--- src/rtl/jtframe_credits_pkg.sv ---
// Shared definitions for the credits overlay: sequencer state encoding,
// page geometry and the vpos width derivation also used by the renderer.
package jtframe_credits_pkg;

  typedef enum logic [1:0] {
    ST_OFF    = 2'd0,
    ST_HOLD   = 2'd1,
    ST_SCROLL = 2'd2,
    ST_REWIND = 2'd3
  } credits_state_e;

  localparam int unsigned PAGE_LINES = 256;

  function automatic int unsigned credits_vposw(input int unsigned pages);
    int unsigned w;
    w = 0;
    for (int unsigned i = 0; i < 32; i++) begin
      if ((32'd1 << w) < pages * PAGE_LINES) w = w + 1;
    end
    return w;
  endfunction

endpackage

--- src/rtl/jtframe_credits_edge.sv ---
// Registered rising-edge detector; the history register only advances on cen_i,
// so the pulse is qualified by the same enable.
module jtframe_credits_edge (
  input  logic clk,
  input  logic rst_n,
  input  logic cen_i,
  input  logic d_i,
  output logic rise_o
);

  logic last_q;

  always_ff @(posedge clk or negedge rst_n) begin
    if (!rst_n)     last_q <= 1'b0;
    else if (cen_i) last_q <= d_i;
  end

  assign rise_o = cen_i & d_i & ~last_q;

endmodule

--- src/rtl/jtframe_credits_seq.sv ---
// Frame-level credits sequencer: hold / scroll / rewind of the overlay pages.
// Optional JTFRAME_CREDITS_AUTOHIDE_EN: hide and stop after two full loops.
module jtframe_credits_seq
  import jtframe_credits_pkg::*;
#(
  parameter int PAGES    = 2,
  parameter int VPOSW    = int'(credits_vposw(PAGES)),
  parameter int SPEED    = 2,
  parameter int FASTSTEP = 8,
  parameter int HOLD     = 120,
  parameter int BLKPOL   = 1
) (
  input  logic             clk,
  input  logic             rst_n,
  input  logic             pxl_cen,
  input  logic             VB,
  input  logic             enable,
  input  logic             toggle,
  input  logic             skip,
  output logic [VPOSW-1:0] vpos,
  output logic [3:0]       page,
  output logic             show,
  output logic             busy
);

  localparam int HW = (HOLD  > 0) ? $clog2(HOLD + 1)  : 1;
  localparam int SW = (SPEED > 0) ? $clog2(SPEED + 1) : 1;

  credits_state_e   state_q, state_d;
  logic [VPOSW-1:0] vpos_q, vpos_d;
  logic             show_q, show_d;
  logic [HW-1:0]    hold_q, hold_d;
  logic [SW-1:0]    spd_q, spd_d;
`ifdef JTFRAME_CREDITS_AUTOHIDE_EN
  logic [1:0]       loop_q, loop_d;
`endif

  logic             vb, tick, en_rise, tg_rise, sk_rise;
  logic             hold_done, spd_done, last_page;
  logic [4:0]       next_page;
  logic [VPOSW-1:0] vpos_inc, vpos_fast, skip_vpos;

  assign vb = (BLKPOL != 0) ? VB : ~VB;

  jtframe_credits_edge u_vb (.clk(clk), .rst_n(rst_n), .cen_i(pxl_cen), .d_i(vb),     .rise_o(tick));
  jtframe_credits_edge u_en (.clk(clk), .rst_n(rst_n), .cen_i(1'b1),    .d_i(enable), .rise_o(en_rise));
  jtframe_credits_edge u_tg (.clk(clk), .rst_n(rst_n), .cen_i(1'b1),    .d_i(toggle), .rise_o(tg_rise));
  jtframe_credits_edge u_sk (.clk(clk), .rst_n(rst_n), .cen_i(1'b1),    .d_i(skip),   .rise_o(sk_rise));

  assign page      = 4'(vpos_q >> 8);
  assign last_page = (int'(page) == PAGES - 1);
  assign next_page = {1'b0, page} + 5'd1;
  assign skip_vpos = (int'(next_page) == PAGES) ? '0 : VPOSW'({next_page, 8'd0});
  assign vpos_inc  = vpos_q + VPOSW'(1);
  assign vpos_fast = vpos_q + VPOSW'(FASTSTEP);
  // Counters compare their incremented value, so HOLD ticks of hold end the
  // page and SPEED of 0 or 1 both step every frame; neither can wrap.
  assign hold_done = (int'(hold_q) + 1) >= HOLD;
  assign spd_done  = (int'(spd_q)  + 1) >= SPEED;

  always_comb begin
    state_d = state_q;
    vpos_d  = vpos_q;
    show_d  = show_q;
    hold_d  = hold_q;
    spd_d   = spd_q;
`ifdef JTFRAME_CREDITS_AUTOHIDE_EN
    loop_d  = loop_q;
`endif
    if (!enable) begin
      state_d = ST_OFF;
      show_d  = 1'b0;
    end else if (en_rise) begin
      state_d = ST_HOLD;
      vpos_d  = '0;
      hold_d  = '0;
      spd_d   = '0;
      show_d  = 1'b1;
`ifdef JTFRAME_CREDITS_AUTOHIDE_EN
      loop_d  = '0;
`endif
    end else if (state_q != ST_OFF) begin
      if (tg_rise) show_d = ~show_q;
      if (sk_rise) begin
        state_d = ST_HOLD;
        vpos_d  = skip_vpos;
        hold_d  = '0;
        spd_d   = '0;
      end else if (tick) begin
        case (state_q)
          ST_HOLD: begin
            if (!hold_done) begin
              hold_d = hold_q + HW'(1);
            end else if (PAGES > 1) begin
              state_d = last_page ? ST_REWIND : ST_SCROLL;
              spd_d   = '0;
            end
          end
          ST_SCROLL: begin
            if (spd_done) begin
              spd_d  = '0;
              vpos_d = vpos_inc;
              if (vpos_inc[7:0] == 8'd0) begin
                state_d = ST_HOLD;
                hold_d  = '0;
              end
            end else begin
              spd_d = spd_q + SW'(1);
            end
          end
          ST_REWIND: begin
            vpos_d = vpos_fast;
            if (vpos_fast == '0) begin
              state_d = ST_HOLD;
              hold_d  = '0;
`ifdef JTFRAME_CREDITS_AUTOHIDE_EN
              loop_d  = loop_q + 2'd1;
              if (loop_q == 2'd1) begin
                state_d = ST_OFF;
                show_d  = 1'b0;
              end
`endif
            end
          end
          default: ;
        endcase
      end
    end
  end

  always_ff @(posedge clk or negedge rst_n) begin
    if (!rst_n) begin
      state_q <= ST_OFF;
      vpos_q  <= '0;
      show_q  <= 1'b0;
      hold_q  <= '0;
      spd_q   <= '0;
`ifdef JTFRAME_CREDITS_AUTOHIDE_EN
      loop_q  <= '0;
`endif
    end else begin
      state_q <= state_d;
      vpos_q  <= vpos_d;
      show_q  <= show_d;
      hold_q  <= hold_d;
      spd_q   <= spd_d;
`ifdef JTFRAME_CREDITS_AUTOHIDE_EN
      loop_q  <= loop_d;
`endif
    end
  end

  assign vpos = vpos_q;
  assign show = show_q;
  assign busy = (state_q == ST_SCROLL) || (state_q == ST_REWIND);

endmodule
--- config.mk ---
export PLATFORM = sky130hd
export DESIGN_NAME = jtframe_credits_seq
export DESIGN_NICKNAME = d
export VERILOG_FILES = /design/src/rtl/jtframe_credits_pkg.sv /design/src/rtl/jtframe_credits_edge.sv /design/src/rtl/jtframe_credits_seq.sv
export SDC_FILE = /design/constraint.sdc
export NUM_CORES = 1
export LEC_CHECK = 0
export CORE_UTILIZATION = 35
export CTS_CLUSTER_DIAMETER = 40
export DETAILED_ROUTE_END_ITERATION = 12
export PLACE_DENSITY = 0.63
export SYNTH_ARGS = -nofsm -noshare
export SYNTH_HDL_FRONTEND = slang
export SYNTH_SLANG_ARGS = --single-unit
--- constraint.sdc ---
create_clock -name clk -period 7.28 [get_ports clk]
set_input_delay 1.456 -clock clk [delete_from_list [all_inputs] [get_ports clk]]
set_output_delay 1.456 -clock clk [all_outputs]
set_load 0.05 [all_outputs]
==> flow_summary.rst <==
.. list-table::
   :header-rows: 1

   * - Metric
     - Value
   * - Primary flip-flop cell chosen by synthesis mapping
     - dfrtp_1
   * - Congestion Overflow GR
     - 0
   * - P_leak
     - between 0.8 and 0.9 nW
   * - Total count of hold-check failures in the final report
     - 0
   * - Flops & latches, synth
     - 25
   * - Place WS
     - 3.727 ns
   * - Critical path arrival
     - about 2.4 ns
   * - Via count of the first global-routing pass
     - between 1500 and 2000
   * - Row Count
     - 25
   * - Final antenna diode count
     - 0
   * - Final count of negative-setup-slack endpoints
     - 0
   * - Critical R2R Launch
     - vpos[3]$_DFFE_PN0P_
   * - Vert. Die Dim
     - ~74 um
   * - Layout overhead on the synthesized area
     - 14.61%
   * - Initial core utilization
     - 0.3717
   * - Final GP Congestion
     - ~0.9
   * - Chip Width
     - 73.53 um
   * - Number of instances on the worst hold path
     - 1
   * - Insertion delay of the later-clocked pin in the worst-skew pair
     - ~0.28 ns
   * - Number of fillers in the final layout
     - a little over 500
   * - Worst reg2reg endpoint
     - hold_q[2]$_DFFE_PN0P_
   * - Core outline area
     - between 0.004 and 0.005 mm2
   * - Startpoint class of the critical path
     - flop
   * - Biggest fanout along the worst timing path
     - 8
   * - Inserted Clock Buffers
     - 3
   * - Cell Count Post-Placement
     - 291
   * - Multi-input combinational cell area
     - around 0.0011 mm2
   * - Number of design-rule violations left by the first detailed-router iteration
     - 98
   * - Synthesized area
     - 0.001790 mm2
   * - Final total power
     - 310.0 uW
   * - Post-CTS clock slew at the launch and capture registers of the worst setup and hold paths
     - 0.11 ns
   * - Number of I/O port buffers
     - 18
   * - Area taken by flip-flops and latches
     - approximately 630 um2
   * - Clock tree from TritonCTS
     - done
   * - Fin crit period
     - 3.884 ns
   * - Unrepaired setup endpoints after global routing
     - false
   * - Skew final
     - 0.01366 ns
   * - CTS H-tree depth
     - 1
   * - Synth Area per Inst
     - 8.367 um2
   * - Initial antenna violation count
     - 0
   * - Max-capacitance violation count
     - 0
   * - Worst path cell trace
     - ha_1 -> nor2_1 -> inv_1 -> clkdlybuf4s50_1
   * - Peak supply drop
     - 98.48 uV
   * - DIE AREA
     - 0.005406 mm2
   * - Setup total negative slack
     - 0 ns
   * - Post CTS Setup Buffer Count
     - 0
   * - Post-Layout Cell Count
     - between 200 and 300
   * - Number of remaining DRC errors
     - 0
   * - Register area share after synthesis
     - 0.3494
   * - Post-detailed-placement cell area
     - 0.002003 mm2
   * - Maximum number of pins on one net before global-route repair
     - 26
   * - Number of optimization iterations in the first detailed-route pass
     - 4
   * - Worst Hold Endpoint
     - spd_q[1]$_DFFE_PN0P_
   * - Vias
     - 1659
   * - Start point of the worst hold path
     - spd_q[1]$_DFFE_PN0P_
   * - Number of gates resized after CTS
     - 0
   * - Fraction of final layout cells sized beyond drive strength 1
     - 0.05702
   * - Slowest stage delay, CP
     - 0.74 ns
   * - Clock root buffer
     - clkbuf_8
   * - Achievable frequency
     - 257.5 MHz
   * - Headroom to the max-slew limit
     - 0.6501
   * - Type of destination of the critical path
     - output port
   * - Final core utilization
     - 0.4260
   * - DRT antenna net count
     - 0
   * - WP data required
     - 5.82 ns
   * - Global-route wire length before repair
     - 7569 um
   * - Crit Path Class
     - flop to output port
   * - Number of hold buffers added after cts
     - 0
   * - Worst slew pin tran
     - between 0.5 and 0.6 ns
   * - Max stage delay cell, worst path
     - clkdlybuf4s50_1
   * - Number of instances in the synthesized netlist
     - roughly 210
   * - Buffers from clock root to sink, at most
     - 2
   * - Number of enable-type register cells in the synthesized netlist
     - 0
   * - Worst min-delay path category
     - flop to flop
   * - Count of yosys warnings during synthesis
     - 0
   * - HPWL Detailed
     - 3059 um
   * - Count of different cell masters after synthesis
     - 53
   * - Status
     - finished, final reports clean
   * - Post-route worst hold slack
     - 0.5046 ns
   * - Via density per instance
     - 5.624
   * - Flop2flop setup slack
     - 4.60 ns
   * - Number of sinks driven by the clock tree
     - 25
   * - Worst-case setup margin in the final layout
     - 3.396 ns
   * - Ys async rst share
     - 1.000
   * - Total routing usage reported by global routing
     - 0.1812
   * - Cell count of the worst reg-to-reg path
     - 8
   * - Fraction of the cycle the final worst path needs
     - 0.5335
   * - Post-Route WL
     - between 4000 and 5000 um
   * - Routed length per instance
     - roughly 14 um
   * - Number of primary I/O pins
     - 22
   * - Post-layout net count
     - 247
   * - Post-Layout Inst Area
     - 0.002052 mm2
   * - Power density cells
     - ~150 mW/mm2
   * - Pins over their slew limit
     - 0
-- sequential cells by signal, summed over array words and instances (netlist names) --
register	flops
vpos	9
show	1
u_en.last_q	1
state_q	2
u_sk.last_q	1
u_vb.last_q	1
u_tg.last_q	1
hold_q	7
spd_q	2
-- power breakdown --
part	leakage (nW)	switching (mW)	internal (mW)	total [mW]
combinational	0.463	0.0406	0.0228	0.0634
clock	0.0217	0.0514	0.0390	0.0904
sequential	0.327	0.0109	0.145	0.156
-- routing by layer --
layer  global-route usage  wire [um]  vias to the layer above
met5                    0          0                        -
met4              0.05128         47                        0
met3              0.03704        214                        4
met2               0.2956       1939                       52
met1               0.2423       2014                      794
li1                     -          -                      809
-- cells in the mapped netlist, types with 4 or more instances --
cell type | count | area share
dfrtp_1 | 25 | 0.35
nand2_1 | 24 | 0.050
nor2_1 | 20 | 0.042
o21ai_0 | 17 | 0.048
a21oi_1 | 16 | 0.045
ha_1 | 11 | 0.077
inv_1 | 11 | 0.023
nand3_1 | 10 | 0.028
buf_4 | 7 | 0.029
nor3_1 | 6 | 0.017
a22o_1 | 4 | 0.020
-- critical path, delay by kind of cell (launching register included) --
| kind | cells | cell delay (ns) |
|---|---|---|
| buffers and inverters | 2 | 0.94 |
| flip-flops | 1 | 0.45 |
| AND/OR/NAND/NOR | 1 | 0.44 |
| adder cells (fa/ha/maj) | 1 | 0.30 |
-- final cells by class --
type,instances,area share
Clock buffer,3,0.02012
Clock inverter,1,0.003659
Inverter,11,0.02012
Multi-Input combinational cell,168,0.5152
Sequential cell,25,0.3049
Tap cell,67,0.04085
Timing Repair Buffer,20,0.09512
-- worst max-delay path by stage --
| stage | from | end |
|---|---|---|
| after floorplan | VB | hold_q[4]$_DFFE_PN0P_ |
| after global placement | state_q[1]$_DFFE_PN0P_ | busy |
| after detailed placement | state_q[1]$_DFFE_PN0P_ | busy |
| after CTS | state_q[1]$_DFFE_PN0P_ | busy |
| after global routing | state_q[0]$_DFFE_PN0P_ | busy |
| final | state_q[1]$_DFFE_PN0P_ | busy |
-- cell families (layout without fill, tap and decap cells) --
family,Yosys count,count (layout),synth area share
AO/OA/AOI/OAI,66,66,0.2558
XOR/XNOR,4,4,0.01957
adder cells (fa/ha/maj),11,11,0.07687
buffers and inverters,23,35,0.06429
flip-flops,25,25,0.3494
multiplexers,1,1,0.006289
other,1,3,0.002094
AND/OR/NAND/NOR,83,83,0.2257
-- cell usage in the layout (no fill, tap or decap), drive strengths merged, types with 2 or more instances in the layout --
master	n
a21oi	16
a22o	4
a31oi	3
a32o	2
a41oi	2
and2	3
and4	2
buf	2
clkbuf	3
clkdlybuf4s50	18
conb	3
dfrtp	25
ha	11
inv	11
nand2	24
nand3	10
nand4	2
nor2	20
nor3	7
nor4	2
o211ai	2
o21ai	19
o22a	2
o311ai	2
o31ai	2
o41ai	3
or2	3
or3	3
or4	2
xnor2	2
xor2	2
Power figures use the tool's default switching activity.
